$ cat src/rtl/ipm_distributed_sdpram_v2_0_ram_bank.sv
// Single-clock simple-dual-port distributed RAM with byte enables, 0/1/2-cycle read latency and a zeroing sweep.
// Define IPM_DSRAM_BYPASS_EN to forward same-cycle, same-address write data into the read result.
module ipm_distributed_sdpram_v2_0_ram_bank #(
    parameter int ADDR_WIDTH = 4,
    parameter int DATA_WIDTH = 32,
    parameter int BYTE_SIZE  = 8,
    parameter int RD_LATENCY = 1,
    parameter int CLR_ON_RST = 1
) (
    input  logic                             clk,
    input  logic                             rst,
    input  logic                             wr_en,
    input  logic [DATA_WIDTH/BYTE_SIZE-1:0]  wr_be,
    input  logic [ADDR_WIDTH-1:0]            wr_addr,
    input  logic [DATA_WIDTH-1:0]            wr_data,
    input  logic                             rd_en,
    input  logic [ADDR_WIDTH-1:0]            rd_addr,
    input  logic                             clr_req,
    output logic [DATA_WIDTH-1:0]            rd_data,
    output logic                             rd_valid,
    output logic                             init_busy
);

    localparam int DEPTH     = 2 ** ADDR_WIDTH;
    localparam int NUM_LANES = DATA_WIDTH / BYTE_SIZE;
    localparam logic [ADDR_WIDTH-1:0] LAST_ADDR = ADDR_WIDTH'(DEPTH - 1);

    typedef enum logic [0:0] {
        IDLE  = 1'b0,
        CLEAR = 1'b1
    } state_t;

    state_t                  state;
    state_t                  state_next;
    logic [ADDR_WIDTH-1:0]   clr_addr;
    logic [ADDR_WIDTH-1:0]   clr_addr_next;
    logic [DATA_WIDTH-1:0]   mem [DEPTH];
    logic                    wr_commit;
    logic                    rd_accept;
    logic [DATA_WIDTH-1:0]   wr_merged;
    logic [DATA_WIDTH-1:0]   rd_word;

    function automatic logic [DATA_WIDTH-1:0] merge_lanes(
        input logic [DATA_WIDTH-1:0] old_word,
        input logic [DATA_WIDTH-1:0] new_word,
        input logic [NUM_LANES-1:0]  lanes
    );
        logic [DATA_WIDTH-1:0] res;
        res = old_word;
        for (int k = 0; k < NUM_LANES; k++) begin
            if (lanes[k]) begin
                res[k*BYTE_SIZE +: BYTE_SIZE] = new_word[k*BYTE_SIZE +: BYTE_SIZE];
            end else begin
                res[k*BYTE_SIZE +: BYTE_SIZE] = old_word[k*BYTE_SIZE +: BYTE_SIZE];
            end
        end
        return res;
    endfunction

    // Clear-engine next state: sweep ends on the edge that writes the last word.
    always_comb begin
        state_next    = state;
        clr_addr_next = clr_addr;
        case (state)
            IDLE: begin
                if (clr_req) begin
                    state_next    = CLEAR;
                    clr_addr_next = '0;
                end else begin
                    state_next    = IDLE;
                end
            end
            CLEAR: begin
                clr_addr_next = clr_addr + {{(ADDR_WIDTH-1){1'b0}}, 1'b1};
                if (clr_addr == LAST_ADDR) begin
                    state_next = IDLE;
                end else begin
                    state_next = CLEAR;
                end
            end
            default: begin
                state_next    = IDLE;
                clr_addr_next = '0;
            end
        endcase
    end

    // FSM state, sweep counter and busy flag registers.
    always_ff @(posedge clk) begin
        if (rst) begin
            state     <= (CLR_ON_RST != 0) ? CLEAR : IDLE;
            clr_addr  <= '0;
            init_busy <= (CLR_ON_RST != 0);
        end else begin
            state     <= state_next;
            clr_addr  <= clr_addr_next;
            init_busy <= (state_next == CLEAR);
        end
    end

    assign wr_commit = wr_en & (state == IDLE) & ~rst;
    assign rd_accept = rd_en & ~init_busy;
    assign wr_merged = merge_lanes(mem[wr_addr], wr_data, wr_be);

`ifdef IPM_DSRAM_BYPASS_EN
    assign rd_word = (wr_commit && (wr_addr == rd_addr)) ? wr_merged : mem[rd_addr];
`else
    assign rd_word = mem[rd_addr];
`endif

    // Array write port; the sweep owns the port while clearing and reset blocks all writes.
    always_ff @(posedge clk) begin
        if (!rst && (state == CLEAR)) begin
            mem[clr_addr] <= '0;
        end else if (wr_commit) begin
            mem[wr_addr] <= wr_merged;
        end
    end

    generate
        if (RD_LATENCY == 0) begin : g_lat0
            assign rd_data  = rd_word;
            assign rd_valid = rd_accept;
        end else begin : g_lat12
            logic [DATA_WIDTH-1:0] data_s1;
            logic                  valid_s1;

            // First read stage: captures on accept, holds otherwise.
            always_ff @(posedge clk) begin
                if (rst) begin
                    data_s1  <= '0;
                    valid_s1 <= 1'b0;
                end else begin
                    valid_s1 <= rd_accept;
                    if (rd_accept) begin
                        data_s1 <= rd_word;
                    end
                end
            end

            if (RD_LATENCY == 1) begin : g_lat1
                assign rd_data  = data_s1;
                assign rd_valid = valid_s1;
            end else begin : g_lat2
                logic [DATA_WIDTH-1:0] data_s2;
                logic                  valid_s2;

                // Output stage moves data and valid together.
                always_ff @(posedge clk) begin
                    if (rst) begin
                        data_s2  <= '0;
                        valid_s2 <= 1'b0;
                    end else begin
                        valid_s2 <= valid_s1;
                        if (valid_s1) begin
                            data_s2 <= data_s1;
                        end
                    end
                end

                assign rd_data  = data_s2;
                assign rd_valid = valid_s2;
            end
        end
    endgenerate

endmodule
$ cat config.mk
export PLATFORM = sky130hd
export DESIGN_NAME = ipm_distributed_sdpram_v2_0_ram_bank
export DESIGN_NICKNAME = d
export VERILOG_FILES = /design/src/rtl/ipm_distributed_sdpram_v2_0_ram_bank.sv
export SDC_FILE = /design/constraint.sdc
export NUM_CORES = 1
export LEC_CHECK = 0
export ABC_AREA = 1
export BUFFER_PORTS_ARGS = -buffer_cell sky130_fd_sc_hd__buf_2
export CAP_MARGIN = 40
export CORE_ASPECT_RATIO = 1.5
export CORE_UTILIZATION = 60
export CTS_CLUSTER_DIAMETER = 50
export DETAILED_ROUTE_END_ITERATION = 12
export PLACE_DENSITY = 0.78
export SETUP_SLACK_MARGIN = 0.2
export SYNTH_ARGS = -nofsm -noshare
export SYNTH_HDL_FRONTEND = slang
export SYNTH_SLANG_ARGS = --single-unit
export TNS_END_PERCENT = 100
$ cat constraint.sdc
create_clock -name clk -period 4.6 [get_ports clk]
set_clock_uncertainty 0.15 [all_clocks]
set_input_delay 0.46 -clock clk [delete_from_list [all_inputs] [get_ports clk]]
set_output_delay 0.46 -clock clk [all_outputs]
set_load 0.05 [all_outputs]
* Yosys cells after proc, flatten, opt, wreduce, memory -nomap -nowiden *
Memory sizes are Yosys's and may differ from the RTL's. A register that Yosys moved wholly into a read port is not among the register bits.
Cells that the tools add are included.
W data, S select, Z words.

operators by class
  equality and inequality tests = 6
  add/sub/neg operators = 1
  mux-type cells = 17
  reduce and logical (&&, ||, !) cells = 7
  bitwise gates (word level) = 5

operators by type and width
  kind                   number
  $mux W32               1
  $mux W8                4
  $reduce_or A32 Y1      1
  $mux W4                3
  $pmux W4 S2            1
  $reduce_and A2 Y1      4
  $mux W1                7
  $add A4 B1 Y4 const B  1
  $eq A4 B4 Y1 const B   1
  $ne A1 B1 Y1 const B   4
  $and A1 B1 Y1          3
  $ne A2 B2 Y1 const B   1
  $not A1 Y1             2
  $pmux W1 S2            1
  $logic_and A1 B1 Y1    1
  $logic_not A1 Y1       1

word-level totals
  input bits = 49
  flip-flop bits (word level) = 6
  word-level logic and storage cells = 40
  RAM bits = 512
  memories = 1
  output and inout port bits = 34

memories
  memory  words  width  read ports  clocked after Yosys merged registers in  write ports  line  RTL
  mem     16     32     1           1                                        1            37    logic [DATA_WIDTH-1:0] mem [DEPTH];

* Depth between registers and ports, before layout *
  depth after elaboration = 9
  gate-level depth with buffers = 12
  mapped depth without buffers = 9

* Least setup slack after synthesis *
Ideal clock, no wire load.

  path type = register to register
  from = register state
  to = memory mem[10][0] (enable)
  arrival time = 1963 ps
  buffers on the path = 0
  data required time = 4080 ps
  setup time = 370 ps
  period minus slack after synthesis = 2483 ps
  stages on the path, launching flop included = 9
  path slack = 2117 ps
  cells stage by stage = dfxtp_1 > nor2_4 > o211ai_4 > nand2_4 > nand2_1 > nand2_1 > nor2_4 > nand2_2 > nor2_1

on the way
  cells in the longest elaborated chain, start to end = 9
  elaborated cells on any way between the ends = 16
  classes of those cells = 7 x mux; 3 x bitwise; 6 x reduce/logical

ends and longest elaborated chain
  what                           line  RTL
  start: declaration             33    state_t state;
  start signal: assignment       91    state <= (CLR_ON_RST != 0) ? CLEAR : IDLE;
  start signal: assignment       95    state <= state_next;
  $not A1 Y1                     -
  $and A1 B1 Y1 (2 in a row)     101   assign wr_commit = wr_en & (state == IDLE) & ~rst;
  $mux W1                        115   end else if (wr_commit) begin
  $mux W1                        113   if (!rst && (state == CLEAR)) begin
  $mux W1 (not written as such)  116   mem[wr_addr] <= wr_merged;
  $reduce_and A2 Y1 (no line)    -
  $reduce_or A32 Y1 (no line)    -
  $mux W4 (no line)              -
  end: declaration               37

Several ways; a longest one is shown, not always the timed one.

* Worst setup path in the final report *
  from = register state
  to = memory mem[3][5] (enable)

The elaborated chain is that of the path after synthesis.

==> results.ini <==
[yosys]
yosys_most_used_dff = edfxtp_1
yosys_warnings = 0
synth_top_area_share_pct = 68.1
synth_most_common_cell = nand2_1
avgSynthCellArea_um2 = 11.1
syn_nets = 2093
synth_area_leader_cell = edfxtp_1
synth_common_cells = nand2_1 (626), edfxtp_1 (512), nand3_1 (393)
synth_area_um2 = 22600
synth_area_leaders = edfxtp_1 (68%), nand2_1 (10%), nand3_1 (8.7%), dfxtp_1 (3.4%), nor2_1 (2.7%)
syn_inst = 2043
synth_edf_count = 512
async_reset_ff_share_pct = 0
yosysSeqAreaShare_pct = 71.4
synth_cell_type_count = 24
synth_seq_cells = 550

[worst_setup_path]
crit_path_max_fanout = 9
crit_chain = nor2_4 > o211ai_4 > nand2_4 > nand2_1 > nand2_1 > nor2_4 > nand2_2 > nor2_1
critical_path_required_ps = 4630
crit_type = reg2reg
critPathTopFamily = simple AND/OR/NAND/NOR gates
r2r_start = state
arrival_ps = 2840
max_stage_delay_ps = 780
r2r_setup_slack_ps = 1790
cp-end-kind = flip-flop
startpoint_type = flip-flop
reg2reg_depth = 8
crit_slowest_cell = nor2_1
r2r_end = mem[3][5]
cp_num_buf_inv = 0

[sta]
rsz0062_at_grt = false
timing.final.crit_share_pct = 61.1
maxSlewViolCount = 0
hold_ws_ps = 28.6
finalHoldViolations = 0
tightest_slew_ps = 1300
setup_tns_ps = 0
maxSlewHeadroom_pct = 13.1
fmax_mhz = 356
setup_viol = 0
min_period_ps = 2810

[min_path]
min-delay-start = rd_en
hp-class = in2reg
worstHoldEndpoint = rd_valid
min_path_cells = 3

[power]
clkPwrFrac_pct = 39.1
seqPwrFrac_pct = 55.3
p_per_area_nw_per_um2 = 393
power_frac_comb_pct = 5.6
power_mw = 9.90
peakVddDrop_mv = 0.304
switching_share_pct = 21.4
switching_power_mw = 2.12
leakage_nw = 9.64
internal_power_mw = 7.77

[die]
core_um2 = 36900
start_util_pct = 61.2
die_w_um = 160
die_area_um2 = 38400
io_pins = 83
die_y_um = 240
rows = 86

[grt]
grt-ovfl-total = 0
grt_pass1_wl_um = 82900
gr-usage-all-layers_pct = 28.5
grt_pass1_vias = 15400
antenna_found_initial = 0
grt_max_degree = 255

[clock_network]
cts_resized = 0
clkSinkCount = 550
clockRootBuffer = clkbuf_16
clk_latency_ps = 560
postCtsSetupRepairBufs = 0
ctsHoldBuffers = 0
clockBufferDepth = 3
htree_levels = 2
clk_pin_slew_ps = 70
cts_tree = yes
cts_made_buffers = 47

[route]
num_vias = 15600
post-route-drc-count = 0
vias_per_cell = 5.93
wirelength_um = 53900
dr.pass1.iters = 7
wire_per_inst_um = 20.4
antenna_left = 0
drtIter0Drc = 1603

[finish]
drive_above_1_share_pct = 11.7
nNetsFinal = 2167
diodes = 0
syn2layout_area_growth_pct = 11.5

[run]
max_cap_violations = 0

[place]
gp_congestion = 0.810
port_buffers = 82
dp_hpwl_um = 31900

[status]
status = finished clean

-- power by group through the flow --
stage / combinational [mW] / clock (mW) / sequential, mW
5_1_grt: 0.607 / 4.07 / 5.47
3_3_place_gp: 0.509 / 0 / 5.58
6_report: 0.554 / 3.87 / 5.47
3_5_place_dp: 0.539 / 0 / 5.58
4_1_cts: 0.544 / 3.88 / 5.47
2_1_floorplan: 0.370 / 0 / 5.57
-- per-stage QoR --
stage,area (um^2),worst slack (ps),std cells,util (%)
2_1_floorplan,22600,2120,2043,-
3_3_place_gp,23200,1250,2503,63.0
3_5_place_dp,23600,1600,2544,64.0
4_1_cts,25100,1800,2630,68.1
5_1_grt,25200,1650,2638,68.2
6_report,25200,1790,2638,68.2
-- per-layer routing --
metal	up-vias	GRT usage, %	wire length, um	part of all wire [%]
met2	893	50.4	28100	52
li1	7142	-	-	-
met3	179	3.90	4780	8.9
met5	-	0	0	0
met4	0	13.5	2290	4.3
met1	7425	34.5	18700	35
-- registers in the layout (all words and copies together) (netlist names) --
signal and flops:
rd_valid 1, state 1, rd_data 32, mem 512, clr_addr 4
-- logic make-up after synthesis --
family / Yosys count / synth area share [%]
simple gates: 1214 / 22.9
flops: 550 / 71.4
buf+inv: 201 / 3.66
compound gates: 77 / 1.88
fa+ha+maj: 1 / 0.0554
-- worst max-delay path by stage --
stage	startpoint	endpoint	depth (start not counted)	slack, ps
2_1_floorplan	state	mem[10][0]	8	2120
3_3_place_gp	rst	mem[8][8]	5	1250
3_5_place_dp	rd_addr[1]	rd_data[11]	10	1600
4_1_cts	state	mem[11][22]	8	1800
5_1_grt	state	mem[4][27]	8	1650
6_report	state	mem[3][5]	8	1790
-- cells in the final DEF (no fill, tap or decap) --
cell        instances
a31oi_1             4
nand2_2            20
clkinv_2           10
clkbuf_8            3
a21oi_1            35
nand4_1             1
nand2_4             1
inv_1              74
nand2_1           626
buf_12              5
buf_2              80
nand3_1           393
edfxtp_1          512
inv_6               1
buf_4              53
nand3b_1            1
inv_4               1
buf_6               6
nor2_4              9
buf_16              2
clkbuf_16          49
o21ai_0            12
inv_2               4
clkinvlp_4          3
clkbuf_1            7
or2_2               1
o211ai_4            2
o31ai_1             1
o21ai_1            23
ha_1                1
nor2_1            162
dfxtp_1            38
bufinv_16           3
clkinv_1           11
-- worst reg2reg max path: cells and delay by family (launching register included) --
kind               cells  cell delay, ps
DFF                    1             510
and+or+nand+nor        7            1600
AOI/OAI and AO/OA      1             160
-- cell type report --
type	instances	area (um^2)
repair buffers	146	1020
clock inverters	27	204
flip-flops and latches	550	16100
multi-input cells	1292	5620
inverters	80	308
well taps	484	606
fillers	2570	11700
clock buffers	59	1290
No activity file was read; power rests on OpenSTA's default activity.
